<file path="src/rtl/dec_uart_sender.sv">
// Sends a 24-bit three-digit ASCII word as 8N1 UART bytes, hundreds digit first.
// Define NEWLINE_EN to append 0x0D 0x0A after the digits (5-byte frames).
module dec_uart_sender #(
    parameter int CLK_FREQ = 50000000,
    parameter int BAUD     = 115200
) (
    input  logic        clk,
    input  logic        rst_n,
    input  logic [23:0] dec_in,
    input  logic        dec_valid,
    output logic        dec_ready,
    output logic        tx,
    output logic        busy,
    output logic        overrun
);

    localparam int CLKS_PER_BIT = CLK_FREQ / BAUD;
    localparam int CNT_W        = $clog2(CLKS_PER_BIT);
    localparam logic [CNT_W-1:0] BAUD_LAST = CNT_W'(CLKS_PER_BIT - 1);
`ifdef NEWLINE_EN
    localparam logic [2:0] LAST_BYTE = 3'd4;
`else
    localparam logic [2:0] LAST_BYTE = 3'd2;
`endif

    typedef enum logic [1:0] {ST_IDLE, ST_START, ST_DATA, ST_STOP} state_t;

    state_t            state_r, state_s;
    logic [CNT_W-1:0]  baud_cnt_r, baud_cnt_s;
    logic [2:0]        bit_cnt_r, bit_cnt_s;
    logic [2:0]        byte_idx_r, byte_idx_s;
    logic [23:0]       frame_r, frame_s;
    logic [23:0]       pend_r, pend_s;
    logic              pend_full_r, pend_full_s;
    logic              tx_r, tx_s;
    logic              busy_r, busy_s;
    logic              overrun_r, overrun_s;
    logic              dec_ready_r, dec_ready_s;
    logic              baud_wrap_s;
    logic              frame_end_s;
    logic [7:0]        data_byte_s;

    function automatic logic [7:0] byte_at(input logic [23:0] word, input logic [2:0] idx);
        case (idx)
            3'd0:    return word[23:16];
            3'd1:    return word[15:8];
            3'd2:    return word[7:0];
            3'd3:    return 8'h0D;
            3'd4:    return 8'h0A;
            default: return 8'hFF;
        endcase
    endfunction

    assign baud_wrap_s = (baud_cnt_r == BAUD_LAST);
    assign frame_end_s = (state_r == ST_STOP) && baud_wrap_s && (byte_idx_r == LAST_BYTE);

    // Frame sequencing: bit timing, byte stepping and frame chaining.
    always_comb begin
        state_s    = state_r;
        baud_cnt_s = baud_cnt_r;
        bit_cnt_s  = bit_cnt_r;
        byte_idx_s = byte_idx_r;
        frame_s    = frame_r;
        case (state_r)
            ST_IDLE: begin
                if (dec_valid) begin
                    state_s    = ST_START;
                    frame_s    = dec_in;
                    baud_cnt_s = '0;
                    bit_cnt_s  = 3'd0;
                    byte_idx_s = 3'd0;
                end else begin
                    state_s = ST_IDLE;
                end
            end
            ST_START: begin
                if (baud_wrap_s) begin
                    state_s    = ST_DATA;
                    baud_cnt_s = '0;
                    bit_cnt_s  = 3'd0;
                end else begin
                    baud_cnt_s = baud_cnt_r + CNT_W'(1);
                end
            end
            ST_DATA: begin
                if (baud_wrap_s) begin
                    baud_cnt_s = '0;
                    if (bit_cnt_r == 3'd7) begin
                        state_s   = ST_STOP;
                        bit_cnt_s = 3'd0;
                    end else begin
                        bit_cnt_s = bit_cnt_r + 3'd1;
                    end
                end else begin
                    baud_cnt_s = baud_cnt_r + CNT_W'(1);
                end
            end
            ST_STOP: begin
                if (baud_wrap_s) begin
                    baud_cnt_s = '0;
                    bit_cnt_s  = 3'd0;
                    if (byte_idx_r != LAST_BYTE) begin
                        byte_idx_s = byte_idx_r + 3'd1;
                        state_s    = ST_START;
                    end else if (pend_full_r) begin
                        // Pending word wins; a strobe in this cycle is dropped.
                        frame_s    = pend_r;
                        byte_idx_s = 3'd0;
                        state_s    = ST_START;
                    end else if (dec_valid) begin
                        frame_s    = dec_in;
                        byte_idx_s = 3'd0;
                        state_s    = ST_START;
                    end else begin
                        byte_idx_s = 3'd0;
                        state_s    = ST_IDLE;
                    end
                end else begin
                    baud_cnt_s = baud_cnt_r + CNT_W'(1);
                end
            end
            default: begin
                state_s    = ST_IDLE;
                baud_cnt_s = '0;
                bit_cnt_s  = 3'd0;
                byte_idx_s = 3'd0;
            end
        endcase
    end

    // One-entry pending buffer and overrun detection.
    always_comb begin
        pend_s      = pend_r;
        pend_full_s = pend_full_r;
        overrun_s   = dec_valid && pend_full_r;
        if (pend_full_r) begin
            pend_full_s = !frame_end_s;
        end else if (dec_valid && (state_r != ST_IDLE) && !frame_end_s) begin
            pend_s      = dec_in;
            pend_full_s = 1'b1;
        end else begin
            pend_full_s = 1'b0;
        end
    end

    // Registered output values derived from the next state.
    always_comb begin
        data_byte_s = byte_at(frame_s, byte_idx_s);
        tx_s        = 1'b1;
        case (state_s)
            ST_START: tx_s = 1'b0;
            ST_DATA:  tx_s = data_byte_s[bit_cnt_s];
            ST_STOP:  tx_s = 1'b1;
            ST_IDLE:  tx_s = 1'b1;
            default:  tx_s = 1'b1;
        endcase
        busy_s      = (state_s != ST_IDLE);
        dec_ready_s = !pend_full_s;
    end

    // State and output registers with synchronous reset.
    always_ff @(posedge clk) begin
        if (!rst_n) begin
            state_r     <= ST_IDLE;
            baud_cnt_r  <= '0;
            bit_cnt_r   <= 3'd0;
            byte_idx_r  <= 3'd0;
            frame_r     <= 24'h000000;
            pend_r      <= 24'h000000;
            pend_full_r <= 1'b0;
            tx_r        <= 1'b1;
            busy_r      <= 1'b0;
            overrun_r   <= 1'b0;
            dec_ready_r <= 1'b1;
        end else begin
            state_r     <= state_s;
            baud_cnt_r  <= baud_cnt_s;
            bit_cnt_r   <= bit_cnt_s;
            byte_idx_r  <= byte_idx_s;
            frame_r     <= frame_s;
            pend_r      <= pend_s;
            pend_full_r <= pend_full_s;
            tx_r        <= tx_s;
            busy_r      <= busy_s;
            overrun_r   <= overrun_s;
            dec_ready_r <= dec_ready_s;
        end
    end

    assign tx        = tx_r;
    assign busy      = busy_r;
    assign overrun   = overrun_r;
    assign dec_ready = dec_ready_r;

endmodule

</file>
<file path="config.mk">
export PLATFORM = sky130hd
export DESIGN_NAME = dec_uart_sender
export DESIGN_NICKNAME = d
export VERILOG_FILES = /design/src/rtl/dec_uart_sender.sv
export SDC_FILE = /design/constraint.sdc
export NUM_CORES = 1
export LEC_CHECK = 0
export ABC_AREA = 1
export BUFFER_PORTS_ARGS = -buffer_cell sky130_fd_sc_hd__buf_2
export CAP_MARGIN = 20
export CORE_MARGIN = 1
export CORE_UTILIZATION = 50
export DETAILED_ROUTE_END_ITERATION = 10
export PLACE_DENSITY = 0.7
export RECOVER_POWER = 100
export SETUP_SLACK_MARGIN = 0.1
export SLEW_MARGIN = 25
export SYNTH_ARGS = -nofsm -noshare
export SYNTH_HDL_FRONTEND = slang
export SYNTH_SLANG_ARGS = --single-unit
</file>
<file path="constraint.sdc">
create_clock -name clk -period 2.55 [get_ports clk]
set_input_delay 0.51 -clock clk [delete_from_list [all_inputs] [get_ports clk]]
set_output_delay 0.51 -clock clk [all_outputs]
set_load 0.1 [all_outputs]
</file>
==> results by group <==
Final layout
  – Final cell count without fillers: between 800 and 900
  – P&R area growth vs syn: 19.94%
  – # nets final: approximately 800
  – Layout cells sized above 1: approximately a fifth
  – N_diodes: 0

Worst setup path
  – Max stage delay on crit path: ~0.34 ns
  – Worst Setup SP: baud_cnt_r[1]$_SDFFE_PN0P_
  – Arrival time worst endpoint: around 2.7 ns
  – Worst-path maximum fanout: 7
  – Crit path top cell by count: nand2_1
  – Crit path launch type: flip-flop
  – Cells on worst reg2reg path: 22
  – CP required: ~2.8 ns
  – Critical path capture point type: flip-flop
  – Crit path cell chain: inv_2 -> ha_4 -> nand2_4 -> nor2_4 -> nand2_4 -> nor2_4 -> buf_6 -> clkbuf_16 -> buf_8 -> o21ai_1 -> nand2_1 -> a21oi_2 -> o21ai_1 -> nand3_1 -> nand2_1 -> nand2_1 -> nand3_2 -> nand2_1 -> nand2_1 -> nand2_1 -> nand2_1 -> nand2_1
  – Worst flop-to-flop path startpoint: baud_cnt_r[1]$_SDFFE_PN0P_
  – CP max stage cell: dfxtp_2
  – Critical path class: flip-flop to flip-flop

STA
  – Fin. Hold Viols: 0
  – Slew HR: 21.38%
  – Min cycle time layout: 2.433 ns
  – RSZ-0062 raised after global routing: true
  – Clock skew: around 0.013 ns
  – Transition time of the tightest slew-check pin: ~1.2 ns
  – Final period util: between 90% and 100%
  – Fmax: 411.1 MHz
  – Setup Viol. Count Final: 0
  – Final setup margin: about 0.12 ns
  – Pins Over Slew Limit: 0

Place
  – Worst slack, placed: 0.1444 ns
  – Port-buffer cells: 30
  – Post-placement cell count: about 840
  – DP Wirelength: 8.502 mm
  – Placer Congestion: between 0.9 and 1

Synthesis
  – Synth unique cells: 36
  – Mapped Avg Cell Area: about 6.2 sq um
  – Yosys Warn Count: 0
  – Syn Inst Count: 719
  – Cell Area, Synth: 4437 sq um
  – #FFs+latches synth: 70
  – Post-synthesis sequential area ratio: 31.58%
  – Syn Nets: 758

Clock tree
  – CTS tree: yes
  – Hold_buf cts: 0
  – Total CTS buffers: 9
  – H-tree levels: 3
  – Clock slew at reported path FFs: around 0.090 ns
  – CTS sink cnt: 70
  – Clk_lat worst skew: approximately 0.36 ns
  – Clock root cell: clkbuf_8
  – CTS max path bufs: 2

Drt
  – Post-route ant nets: 0
  – Routed wl met3: 775 um
  – Drt wl/cell: ~15 um
  – DR WL met2: 6.241 mm
  – Via density: approximately 5.4
  – First drt pass iteration count: 6
  – Total wire length: 12.93 mm
  – 1st-iter DRT viols: 330
  – Top sig layer: met4
  – WL met1: 5.682 mm
  – Routed vias: between 4k and 5k
  – DRC viols: 0

Pwr
  – P per Cell Area: 538.5 nW/um^2
  – Leak Pwr: approximately 0.0024 uW
  – Peak VDD IR: approximately 0.24 mV

Floorplan
  – Die area: around 9300 sq um
  – Die Wd: about 96 um
  – Die Ht: 96.20 um
  – Initial Util: roughly half
  – FP Rows: 34
  – Core area: about 8600 sq um
  – Io pins: 31

Global route
  – Total track usage: a little over a quarter
  – GR Overflow Total: 0
  – First-pass GRT wire length: between 15 and 20 mm
  – Largest net degree at the start of global routing: 36
  – Vias in the first global route: 4127
  – Initial antenna violation count: 0

Flow run
  – Max capacitance violation total: 0

Min path
  – Hold path startpoint: dec_in[5]
  – Hold Path Class: primary input to flip-flop
  – Cells on Worst Hold Path: 3

Status
  – Status: finished clean
## per-stage QoR
stage | total power, uW | hold slack, ns | utilization (%) | instance area (sq um) | TNS, ns
6_report | 2866 | 0.4107 | 61.62 | 5321 | 0
5_1_grt | 2983 | 0.4334 | 61.62 | 5321 | -0.05991
4_1_cts | 2824 | 0.4059 | 57.56 | 4971 | 0
3_5_place_dp | 1735 | 0.4796 | 54.84 | 4736 | 0
3_3_place_gp | 1723 | 0.4663 | 54.84 | 4736 | 0
2_1_floorplan | 1586 | 0.4495 | - | 4437 | 0
## logic make-up (layout without fill, tap and decap cells)
logic type,Yosys count,in the layout,share of synthesized area (%)
AOI/OAI and AO/OA,144,144,18.53
adders and majority gates,12,12,3.384
buffers and inverters,116,160,11.05
DFF,70,70,31.58
muxes,3,3,0.6768
and+or+nand+nor,374,374,34.77
## power breakdown
group          switching, uW  internal, uW
clock                    458           644
sequential              32.6          1160
combinational            375           193
total                    866          2000
## synthesized netlist by cell type (all sizes together)
cell      n  area [sq um]
a21oi    48         270.3
nand3    40         215.2
a32oi     1         8.760
o21ai    71         359.1
buf      17         118.9
o211ai    7         52.55
nand3b    1         7.510
a22oi    12         95.09
nor2    158         635.6
or2       1         6.260
clkbuf   18         67.56
mux2i     3         30.03
clkinv    1         3.750
inv      80         300.3
a211oi    1         7.510
o21a      1         7.510
nand2   164         623.1
o22ai     1         6.260
ha       12         150.1
o21bai    2         15.01
nor3b     2         15.01
nor3      8         40.04
dfxtp    70          1401
## layer usage
metal	GRT usage, %	vias up
li1	-	2365
met1	33.09	2176
met2	46.39	171
met3	4.107	22
met4	10.82	0
met5	0	-
## timing repair
item	CTS	global route
gates resized for setup	0	68
buffers inserted	0	11
setup endpoints to repair	0	1
## area by class of cell
class                   instances  area [sq um]
flip-flops and latches         70          1406
inverters                      81         306.5
clock buffers                   9         123.9
clock inverters                 6         111.4
fillers                       799          3314
multi-input cells             533          2729
well taps                     108         135.1
repair buffers                 64         509.2
## flip-flops by register name (all words and copies together), names as in the netlist
name and count:
frame_r 24, pend_r 24, baud_cnt_r 9, bit_cnt_r 3, byte_idx_r 3, state_r 2
busy 1, dec_ready 1, overrun 1, pend_full_r 1, tx 1
## worst max-delay path, delay by kind of cell, from the launching register on
| family | cells | cell delay (ns) |
|---|---|---|
| buffers and inverters | 4 | 0.48 |
| AOI/OAI and AO/OA | 3 | 0.28 |
| and+or+nand+nor | 14 | 1.06 |
| DFF | 1 | 0.34 |
| adders and majority gates | 1 | 0.15 |
## cells in the final DEF, fill, tap and decap left out, types with 3 or more instances in the layout
master	instances
nand2_1	151
nor2_1	144
inv_1	68
dfxtp_1	66
o21ai_0	60
a21oi_1	37
nand3_1	32
buf_2	27
buf_4	23
inv_2	11
a21oi_2	11
clkbuf_8	9
nand2_2	8
nor3_1	8
o21ai_1	8
ha_1	8
nor2_4	7
nor2_2	7
o211ai_1	7
nand3_2	7
a22oi_1	6
a22oi_2	6
nand2_4	5
dfxtp_2	4
buf_6	4
buf_12	4
o21ai_2	3
mux2i_1	3
bufinv_16	3
clkbuf_1	3
## path summary, 6_finish.rpt
kind / endpoint / slack (ns)
setup / recovery: tx$_SDFF_PN1_ / 0.12
setup reg to reg: tx$_SDFF_PN1_ / 0.12
hold / removal: pend_r[5]$_SDFFE_PN0P_ / 0.41
hold reg to reg: pend_r[2]$_SDFFE_PN0P_ / 0.49
(Power assumes the default switching activity.)
